==> config.mk <==
export PLATFORM = sky130hd
export DESIGN_NAME = frame_painter_flat
export DESIGN_NICKNAME = d
export VERILOG_FILES = /design/src/rtl/frame_painter_pkg.sv /design/src/rtl/frame_painter_if.sv /design/src/rtl/frame_painter_pixel_scan.sv /design/src/rtl/frame_painter.sv /design/src/flat_wrapper.sv
export SDC_FILE = /design/constraint.sdc
export NUM_CORES = 1
export LEC_CHECK = 0
export BUFFER_PORTS_ARGS = -buffer_cell sky130_fd_sc_hd__buf_2
export CAP_MARGIN = 30
export CORE_ASPECT_RATIO = 2
export CORE_MARGIN = 2
export CORE_UTILIZATION = 55
export CTS_BUF_LIST = sky130_fd_sc_hd__clkbuf_8
export CTS_CLUSTER_SIZE = 16
export DETAILED_ROUTE_END_ITERATION = 10
export MAX_ROUTING_LAYER = met4
export PLACE_DENSITY = 0.79
export SETUP_SLACK_MARGIN = 0.05
export SLEW_MARGIN = 10
export SYNTH_ARGS = -nofsm -noshare
export SYNTH_HDL_FRONTEND = slang
export SYNTH_SLANG_ARGS = --single-unit
==> constraint.sdc <==
create_clock -name clk -period 5.4 [get_ports clk]
set_clock_uncertainty 0.15 [all_clocks]
set_input_delay 1.62 -clock clk [delete_from_list [all_inputs] [get_ports clk]]
set_output_delay 1.62 -clock clk [all_outputs]
set_load 0.005 [all_outputs]
==> src/rtl/frame_painter_pkg.sv <==
// Shared constants and types for the frame painter: screen geometry,
// bus widths, the black colour code and the painter FSM state encoding.
package frame_painter_pkg;

    localparam int SCREEN_W = 160;
    localparam int SCREEN_H = 120;
    localparam int COLOUR_W = 3;
    localparam int ADDR_W   = 15;
    localparam int X_W      = 8;
    localparam int Y_W      = 7;
    localparam int SEL_W    = 7;

    localparam logic [COLOUR_W-1:0] BLACK = 3'b000;

    typedef enum logic [2:0] {
        ST_IDLE  = 3'd0,
        ST_LOAD  = 3'd1,
        ST_SCAN  = 3'd2,
        ST_DRAIN = 3'd3,
        ST_FIN   = 3'd4
    } painter_state_e;

endpackage

==> src/rtl/frame_painter_if.sv <==
// Bus between the game FSM / colour mux / VGA adapter and the frame painter.
//
// Request handshake: start and clear are single-clock pulses sampled only
// while busy is low; a pulse seen while busy is high is dropped, never
// queued. clear beats start in the same clock. busy rises the clock after
// an accepted pulse and falls in the same clock that done pulses high.
// Pixel stream: every clock with plot high carries exactly one pixel on
// x/y/colour; there is no back-pressure from the VGA side.
interface frame_painter_if;
    import frame_painter_pkg::*;

    logic                start;
    logic                clear;
    logic [SEL_W-1:0]    imgSel;
    logic [COLOUR_W-1:0] romColor;
    logic [ADDR_W-1:0]   romAddr;
    logic [SEL_W-1:0]    memorySel;
    logic                black;
    logic [X_W-1:0]      x;
    logic [Y_W-1:0]      y;
    logic [COLOUR_W-1:0] colour;
    logic                plot;
    logic                busy;
    logic                done;
    painter_state_e      state_dbg;

    // Painter side
    modport slave (
        input  start, clear, imgSel, romColor,
        output romAddr, memorySel, black, x, y, colour, plot, busy, done, state_dbg
    );

    // Requester / ROM / VGA side
    modport master (
        output start, clear, imgSel, romColor,
        input  romAddr, memorySel, black, x, y, colour, plot, busy, done, state_dbg
    );

endinterface

==> src/rtl/frame_painter_pixel_scan.sv <==
// Raster scan counters: column, row and linear ROM address advance together
// one pixel per step. The address is a running counter so no multiplier is
// needed; it only returns to zero through init. Stepping on the last pixel
// holds the counters so the address peaks at W*H-1.
module pixel_scan
    import frame_painter_pkg::*;
#(
    parameter int W = SCREEN_W,
    parameter int H = SCREEN_H
) (
    input  logic              clk,
    input  logic              resetn,
    input  logic              init,
    input  logic              step,
    output logic [X_W-1:0]    sx,
    output logic [Y_W-1:0]    sy,
    output logic [ADDR_W-1:0] addr,
    output logic              last
);

    localparam logic [X_W-1:0] X_LAST = X_W'(W - 1);
    localparam logic [Y_W-1:0] Y_LAST = Y_W'(H - 1);

    logic [X_W-1:0]    sx_q,   sx_d;
    logic [Y_W-1:0]    sy_q,   sy_d;
    logic [ADDR_W-1:0] addr_q, addr_d;
    logic              last_pix;

    assign last_pix = (sx_q == X_LAST) && (sy_q == Y_LAST);

    // Next counter values: clear on init, advance in raster order on step
    always_comb begin
        sx_d   = sx_q;
        sy_d   = sy_q;
        addr_d = addr_q;
        if (init) begin
            sx_d   = '0;
            sy_d   = '0;
            addr_d = '0;
        end else if (step && !last_pix) begin
            addr_d = addr_q + 1'b1;
            if (sx_q == X_LAST) begin
                sx_d = '0;
                sy_d = sy_q + 1'b1;
            end else begin
                sx_d = sx_q + 1'b1;
            end
        end
    end

    // Counter registers
    always_ff @(posedge clk or negedge resetn) begin
        if (!resetn) begin
            sx_q   <= '0;
            sy_q   <= '0;
            addr_q <= '0;
        end else begin
            sx_q   <= sx_d;
            sy_q   <= sy_d;
            addr_q <= addr_d;
        end
    end

    assign sx   = sx_q;
    assign sy   = sy_q;
    assign addr = addr_q;
    assign last = last_pix;

endmodule

==> src/rtl/frame_painter.sv <==
// Frame painter: on a start/clear request sweeps the whole frame once,
// fetching one ROM colour per pixel and streaming x/y/colour/plot to the
// VGA adapter. Pixel coordinates ride a ROM_LAT-deep shift register so they
// meet their colour when it comes back from the colour mux.
module frame_painter
    import frame_painter_pkg::*;
#(
    parameter int W       = SCREEN_W,
    parameter int H       = SCREEN_H,
    parameter int ROM_LAT = 1
) (
    input logic            clk,
    input logic            resetn,
    frame_painter_if.slave bus
);

    localparam logic [1:0] DRAIN_LAST = 2'(ROM_LAT - 1);

    painter_state_e state_q, state_d;
    logic [1:0]     drain_q, drain_d;

    logic [SEL_W-1:0] mem_sel_q;
    logic             black_q;

    logic              scan_init;
    logic              issue;
    logic [X_W-1:0]    scan_x;
    logic [Y_W-1:0]    scan_y;
    logic [ADDR_W-1:0] scan_addr;
    logic              scan_last;

    logic [X_W-1:0] pipe_x_q [ROM_LAT];
    logic [Y_W-1:0] pipe_y_q [ROM_LAT];
    logic           pipe_v_q [ROM_LAT];

    logic [X_W-1:0]      x_q;
    logic [Y_W-1:0]      y_q;
    logic [COLOUR_W-1:0] colour_q;
    logic                out_valid;
    logic [COLOUR_W-1:0] colour_live;

    pixel_scan #(
        .W (W),
        .H (H)
    ) u_scan (
        .clk    (clk),
        .resetn (resetn),
        .init   (scan_init),
        .step   (issue),
        .sx     (scan_x),
        .sy     (scan_y),
        .addr   (scan_addr),
        .last   (scan_last)
    );

    // FSM state and drain counter registers
    always_ff @(posedge clk or negedge resetn) begin
        if (!resetn) begin
            state_q <= ST_IDLE;
            drain_q <= '0;
        end else begin
            state_q <= state_d;
            drain_q <= drain_d;
        end
    end

    // FSM next state plus scan control strobes
    always_comb begin
        state_d   = state_q;
        drain_d   = drain_q;
        scan_init = 1'b0;
        issue     = 1'b0;
        case (state_q)
            ST_IDLE: begin
                if (bus.clear || bus.start) state_d = ST_LOAD;
            end
            ST_LOAD: begin
                scan_init = 1'b1;
                state_d   = ST_SCAN;
            end
            ST_SCAN: begin
                issue = 1'b1;
                if (scan_last) begin
                    state_d = ST_DRAIN;
                    drain_d = '0;
                end
            end
            ST_DRAIN: begin
                // Wait for the last issued pixel to leave the latency pipe
                if (drain_q == DRAIN_LAST) state_d = ST_FIN;
                else                       drain_d = drain_q + 1'b1;
            end
            ST_FIN: begin
                state_d = ST_IDLE;
            end
            default: begin
                state_d = ST_IDLE;
            end
        endcase
    end

    // Request latch: clear wins over start; both ignored unless idle
    always_ff @(posedge clk or negedge resetn) begin
        if (!resetn) begin
            mem_sel_q <= '0;
            black_q   <= 1'b0;
        end else if (state_q == ST_IDLE) begin
            if (bus.clear) begin
                black_q <= 1'b1;
            end else if (bus.start) begin
                mem_sel_q <= bus.imgSel;
                black_q   <= 1'b0;
            end
        end
    end

    // Coordinate/valid shift register matching the ROM read latency
    always_ff @(posedge clk or negedge resetn) begin
        if (!resetn) begin
            for (int i = 0; i < ROM_LAT; i++) begin
                pipe_v_q[i] <= 1'b0;
                pipe_x_q[i] <= '0;
                pipe_y_q[i] <= '0;
            end
        end else begin
            pipe_v_q[0] <= issue;
            pipe_x_q[0] <= scan_x;
            pipe_y_q[0] <= scan_y;
            for (int i = 1; i < ROM_LAT; i++) begin
                pipe_v_q[i] <= pipe_v_q[i-1];
                pipe_x_q[i] <= pipe_x_q[i-1];
                pipe_y_q[i] <= pipe_y_q[i-1];
            end
        end
    end

    assign out_valid = pipe_v_q[ROM_LAT-1];

    // Colour for the pixel leaving the pipe; a clear request forces black
    always_comb begin
        colour_live = bus.romColor;
        if (black_q) colour_live = BLACK;
    end

    // Remember the last plotted pixel so x/y/colour hold between plots
    always_ff @(posedge clk or negedge resetn) begin
        if (!resetn) begin
            x_q      <= '0;
            y_q      <= '0;
            colour_q <= '0;
        end else if (out_valid) begin
            x_q      <= pipe_x_q[ROM_LAT-1];
            y_q      <= pipe_y_q[ROM_LAT-1];
            colour_q <= colour_live;
        end
    end

    assign bus.romAddr   = scan_addr;
    assign bus.memorySel = mem_sel_q;
    assign bus.black     = black_q;
    assign bus.plot      = out_valid;
    assign bus.x         = out_valid ? pipe_x_q[ROM_LAT-1] : x_q;
    assign bus.y         = out_valid ? pipe_y_q[ROM_LAT-1] : y_q;
    assign bus.colour    = out_valid ? colour_live : colour_q;
    assign bus.busy      = (state_q == ST_LOAD) || (state_q == ST_SCAN) || (state_q == ST_DRAIN);
    assign bus.done      = (state_q == ST_FIN);
    assign bus.state_dbg = state_q;

endmodule

==> src/flat_wrapper.sv <==
// flat-port wrapper written by rule: the top's interface ports become plain ports
module frame_painter_flat import frame_painter_pkg::*;
#(
    parameter int W       = SCREEN_W,
    parameter int H       = SCREEN_H,
    parameter int ROM_LAT = 1
)
  (clk, resetn, bus_start, bus_clear, bus_imgSel, bus_romColor, bus_romAddr, bus_memorySel, bus_black, bus_x, bus_y, bus_colour, bus_plot, bus_busy, bus_done, bus_state_dbg);
  frame_painter_if bus_i ();
  input logic clk;
  input logic resetn;
  input wire logic [$bits(bus_i.start)-1:0] bus_start;
  input wire logic [$bits(bus_i.clear)-1:0] bus_clear;
  input wire logic [$bits(bus_i.imgSel)-1:0] bus_imgSel;
  input wire logic [$bits(bus_i.romColor)-1:0] bus_romColor;
  output wire logic [$bits(bus_i.romAddr)-1:0] bus_romAddr;
  output wire logic [$bits(bus_i.memorySel)-1:0] bus_memorySel;
  output wire logic [$bits(bus_i.black)-1:0] bus_black;
  output wire logic [$bits(bus_i.x)-1:0] bus_x;
  output wire logic [$bits(bus_i.y)-1:0] bus_y;
  output wire logic [$bits(bus_i.colour)-1:0] bus_colour;
  output wire logic [$bits(bus_i.plot)-1:0] bus_plot;
  output wire logic [$bits(bus_i.busy)-1:0] bus_busy;
  output wire logic [$bits(bus_i.done)-1:0] bus_done;
  output wire logic [$bits(bus_i.state_dbg)-1:0] bus_state_dbg;
  assign bus_i.start = bus_start;
  assign bus_i.clear = bus_clear;
  assign bus_i.imgSel = bus_imgSel;
  assign bus_i.romColor = bus_romColor;
  assign bus_romAddr = bus_i.romAddr;
  assign bus_memorySel = bus_i.memorySel;
  assign bus_black = bus_i.black;
  assign bus_x = bus_i.x;
  assign bus_y = bus_i.y;
  assign bus_colour = bus_i.colour;
  assign bus_plot = bus_i.plot;
  assign bus_busy = bus_i.busy;
  assign bus_done = bus_i.done;
  assign bus_state_dbg = bus_i.state_dbg;
  frame_painter #(.W(W), .H(H), .ROM_LAT(ROM_LAT)) u_core (.clk(clk), .resetn(resetn), .bus(bus_i));
endmodule
# Word-level counts from Yosys, hierarchy flattened
# Cells that the tools add are included.
[totals] out_inout_bits=47 wordCells=68 input_bits=14 regBits=77
[op_classes] n_bitwise=1 n_addsub=4 n_mux=23 eq_ne=10 n_reduce_logical=17
[op_table] op="2-to-1 mux 8 bit" n=4
[op_table] op="2-to-1 mux 15 bit" n=2
[op_table] op="2-to-1 mux 7 bit" n=4
[op_table] op="adder 15 x 1 -> 15 bit (second input constant)" n=1
[op_table] op="2-to-1 mux 3 bit" n=5
[op_table] op="case mux 3 bit (4 select lines)" n=1
[op_table] op="AND reduction 3 bit" n=3
[op_table] op="adder 8 x 1 -> 8 bit (second input constant)" n=1
[op_table] op="== test 8 bit (second input constant)" n=1
[op_table] op="nonzero test 2 bit" n=4
[op_table] op="adder 7 x 1 -> 7 bit (second input constant)" n=1
[op_table] op="== test 7 bit (second input constant)" n=1
[op_table] op="== test 3 x 2 -> 1 bit (second input constant)" n=2
[op_table] op="2-to-1 mux 1 bit" n=4
[op_table] op="2-to-1 mux 2 bit" n=2
[op_table] op="!= test 2 x 1 -> 1 bit (second input constant)" n=2
[op_table] op="!= test 2 bit (second input constant)" n=2
[op_table] op="case mux 2 bit (2 select lines)" n=1
[op_table] op="AND reduction 2 bit" n=2
[op_table] op="== test 3 x 1 -> 1 bit (second input constant)" n=1
[op_table] op="== test 3 bit (second input constant)" n=1
[op_table] op="zero test 3 bit" n=1
[op_table] op="logical OR 1 bit" n=3
[op_table] op="adder 2 x 1 -> 2 bit (second input constant)" n=1
[op_table] op="other kinds (4)" n=5

# Longest topological paths before layout
[depth] depth_word=6 depth_mapped=7 mapped_depth_nobuf=6

# Cells and area by module
# A second synthesis with hierarchy kept.
[unflattened] hier_cells=308 hier_area_um2=3592.2
[by_module_without_submodules] module="pixel_scan" area_each_um2=1901.8 cells_per_inst=194 instances=1
[by_module_without_submodules] module="frame_painter" area_each_um2=1690.4 cells_per_inst=114 instances=1

# Least setup slack after synthesis
# OpenSTA, ideal clock, no wires.
[synth_path] path_kind="input port to output port" start="input bus_romColor[1]" end="output bus_colour[1]" path_buffers=0 path_slack_ns=1.835 cell_stages=2 t_arrival_ns=1.795 path_cell_list="nand3b_1 o21ai_0"
[synth_between] elab_chain_len=2
[synth_lines] item="from (decl)" line_no="flat_wrapper.sv:15" text="input wire logic [$bits(bus_i.romColor)-1:0] bus_romColor;"
[synth_lines] item="2-to-1 mux 3 bit" line_no="frame_painter.sv:142" text="if (black_q) colour_live = BLACK;"
[synth_lines] item="2-to-1 mux 3 bit" line_no="frame_painter.sv:164" text="assign bus.colour = out_valid ? colour_live : colour_q;"
[synth_lines] item="to (decl)" line_no="flat_wrapper.sv:21" text="output wire logic [$bits(bus_i.colour)-1:0] bus_colour;"
# No other way between the ends.

# Worst setup path after layout
# Ends and elaborated chain as after synthesis.

==> impl_metrics.toml <==
[run_status]
outcome = "complete, but fails checks"
failed_checks = "DRC"

[synth]
ys_seq_area_share_pct = 58.71
ys_ff_latch = 77
post_synth_inst_count = 287
netlist_area_um2 = 3282
synth_ff_type = "dfrtp_1"
ys_types = 36
syn-num-nets = 305
synth_top_area_share_pct = 58.71
ys_warn_count = 0
synthArstFlopShare_pct = 100.0
netlist_top_cells_area = "dfrtp_1, mux2_2, a21oi_1"
synth_edf_count = 0
synth.most_common_cell = "dfrtp_1"
yosysTopAreaCell = "dfrtp_1"
synth.avg_cell_area_um2 = 11.44
synth_common_cells = "dfrtp_1, mux2_2, a21oi_1"

[power]
leakage_nw = 1.860
power.density_nw_per_um2 = 412.7
vdd_drop_max_v = 0.0003010

[sta]
finalCritPeriodShare_pct = 71.15
rsz0062_at_grt = "false"
worst_slew_pin_slew_ns = 0.7116
holdWs_ns = 0.2887
relSlewSlack_pct = 52.56
fmax_ghz = 0.2603
setup_viol = 0
fin_tns_setup_ns = 0
hold_violations = 0
fin_crit_ns = 3.842
drv_slew = 0

[setup_path]
arrival_ns = 2.07
reg2reg_to = "u_core.u_scan.addr[14]$_DFFE_PN0P_"
worst_ep_required_time_ns = 3.63
reg2reg_slack_ns = 2.77
worst-path-max-fanout = 2
critPathLaunchType = "input pin"
worstSetupPathType = "in -> out"
r2r_start = "u_core.bus.state_dbg[0]$_DFFE_PN0P_"
rr_worst_depth = 4
setup.worst_path.end_class = "output port"

[floorplanning]
initial_core_util_pct = 57.00
die_x_um = 58.62
dieArea_um2 = 6638
core_area_um2 = 5758
pin_count = 61
row_count = 39
die_y_um = 113.2

[cts]
cts_resized = 0
cts_sinks = 77
clockBufferDepth = 2
ctsRootBufferMaster = "clkbuf_8"
cts_tree = "yes"
hold_buffers = 0
clk_pin_slew_ns = 0.07
insertion_delay_ns = 0.33
post_cts_buffers = 0
cts_made_buffers = 9
ctsHtreeMaxLevel = 3

[hold_path]
min-delay-start = "u_core.u_scan.sy[5]$_DFFE_PN0P_"
hold_depth = 0
hold_path.class = "reg -> reg"
hold_path_end = "u_core.pipe_y_q[5]$_DFF_PN0_"

[grt]
overflow = 0
grt_pass1_wl_mm = 10.55
grt_pass1_vias = 2261
antenna_found_initial = 0
grt_use_total_pct = 21.46
grt_max_degree = 78

[drt]
wire_per_inst_um = 15.48
wl_mm = 6.364
viasPerCell = 5.849
drt_drc_violations_left = 7
drtPass1Iterations = 8
drt-initial-drc-count = 63
antenna_left = 0
vias = 2404

[place]
io_buffers = 60
dp_hpwl_mm = 4.476
routabilityCongestion = 0.8157

[final_layout]
drive_gt1_share_pct = 29.43
areaGrowthSynthToFinish_pct = 17.23
fin_nets = 365
n_antenna_cell = 0

[job]
cap_violations = 0
[worst max path at each step]
stage                     from            end  slack (ns)  depth (start not counted)
3_5_place_dp   bus_romColor[1]  bus_colour[1]        1.55                          4
6_report       bus_romColor[1]  bus_colour[1]        1.56                          4
3_3_place_gp   bus_romColor[1]  bus_colour[1]        1.58                          4
4_1_cts        bus_romColor[1]  bus_colour[1]        1.55                          4
5_1_grt        bus_romColor[1]  bus_colour[1]        1.50                          4
2_1_floorplan  bus_romColor[1]  bus_colour[1]        1.84                          2
[metrics by stage]
stage	worst slack [ns]	instances	power [mW]	util, %	instance area (um^2)
after detailed placement	1.550	396	1.174	62.89	3621
final	1.558	411	1.588	66.82	3847
after global routing	1.501	411	1.685	66.82	3847
after floorplan	1.835	287	1.011	-	3282
after CTS	1.551	410	1.607	66.34	3820
after global placement	1.579	396	1.154	62.89	3621
[state kept, by name, indices dropped and copies added (netlist names), 2 cells and up]
register              count
u_core.u_scan.addr       15
u_core.drain_q            2
u_core.u_scan.sy          7
u_core.pipe_x_q           8
u_core.pipe_y_q           7
u_core.colour_q           3
u_core.bus.state_dbg      3
u_core.bus.memorySel      7
u_core.u_scan.sx          8
u_core.y_q                7
u_core.x_q                8
[power breakdown]
group | internal [mW] | leakage, nW | switching [mW] | total [mW]
combinational | 0.178 | 0.716 | 0.207 | 0.385
clock | 0.245 | 0.106 | 0.183 | 0.428
sequential | 0.674 | 1.04 | 0.100 | 0.775
[worst max-delay path: stages]
cell and delay (ns):
buf_2 0.10, nand3b_1 0.07, o21ai_0 0.12, buf_2 0.17
[cells by family (layout without fill, tap and decap cells)]
kind of cell	Yosys count	count (layout)	share of synthesized area, %
adders and majority gates	4	4	1.525
and+or+nand+nor	94	94	16.01
AOI/OAI and AO/OA	54	54	9.874
muxes	31	31	10.33
xor gates and xnor gates	2	2	0.5338
buffers and inverters	25	88	3.012
DFF	77	77	58.71
[layout by cell type (no fill, tap or decap), drive strengths merged, types with 3 or more instances in the layout]
| master | Yosys | routed |
|---|---|---|
| o21ai | 13 | 13 |
| buf | 4 | 62 |
| ha | 4 | 4 |
| and3 | 3 | 3 |
| nor3 | 7 | 7 |
| inv | 12 | 13 |
| or3 | 4 | 4 |
| a21oi | 21 | 21 |
| nor3b | 4 | 4 |
| or4 | 12 | 12 |
| clkbuf | 9 | 12 |
| o31ai | 11 | 11 |
| nand3 | 16 | 16 |
| dfrtp | 77 | 77 |
| nand4 | 4 | 4 |
| nor2 | 9 | 9 |
| nand2 | 19 | 19 |
| mux2i | 8 | 8 |
| mux2 | 23 | 23 |
[routing by layer]
| layer | vias to the layer above | share of wire [%] | track usage [%] | wire length (um) |
|---|---|---|---|---|
| met1 | 1184 | 38 | 23.87 | 2441 |
| met4 | 0 | 1.7 | 9.848 | 110 |
| met2 | 52 | 56 | 35.88 | 3551 |
| met3 | 8 | 4.1 | 4.686 | 260 |
| met5 | - | 0 | - | 0 |
| li1 | 1160 | - | - | - |
[layout make-up]
class / count / area, um^2
Fill cell: 459 / 1911
Tap cell: 61 / 76.32
Sequential cell: 77 / 1927
Multi-Input combinational cell: 185 / 1262
Clock inverter: 2 / 33.78
Clock buffer: 12 / 165.2
Timing Repair Buffer: 62 / 337.8
Inverter: 12 / 45.04
No activity file was read; power rests on OpenSTA's default activity.
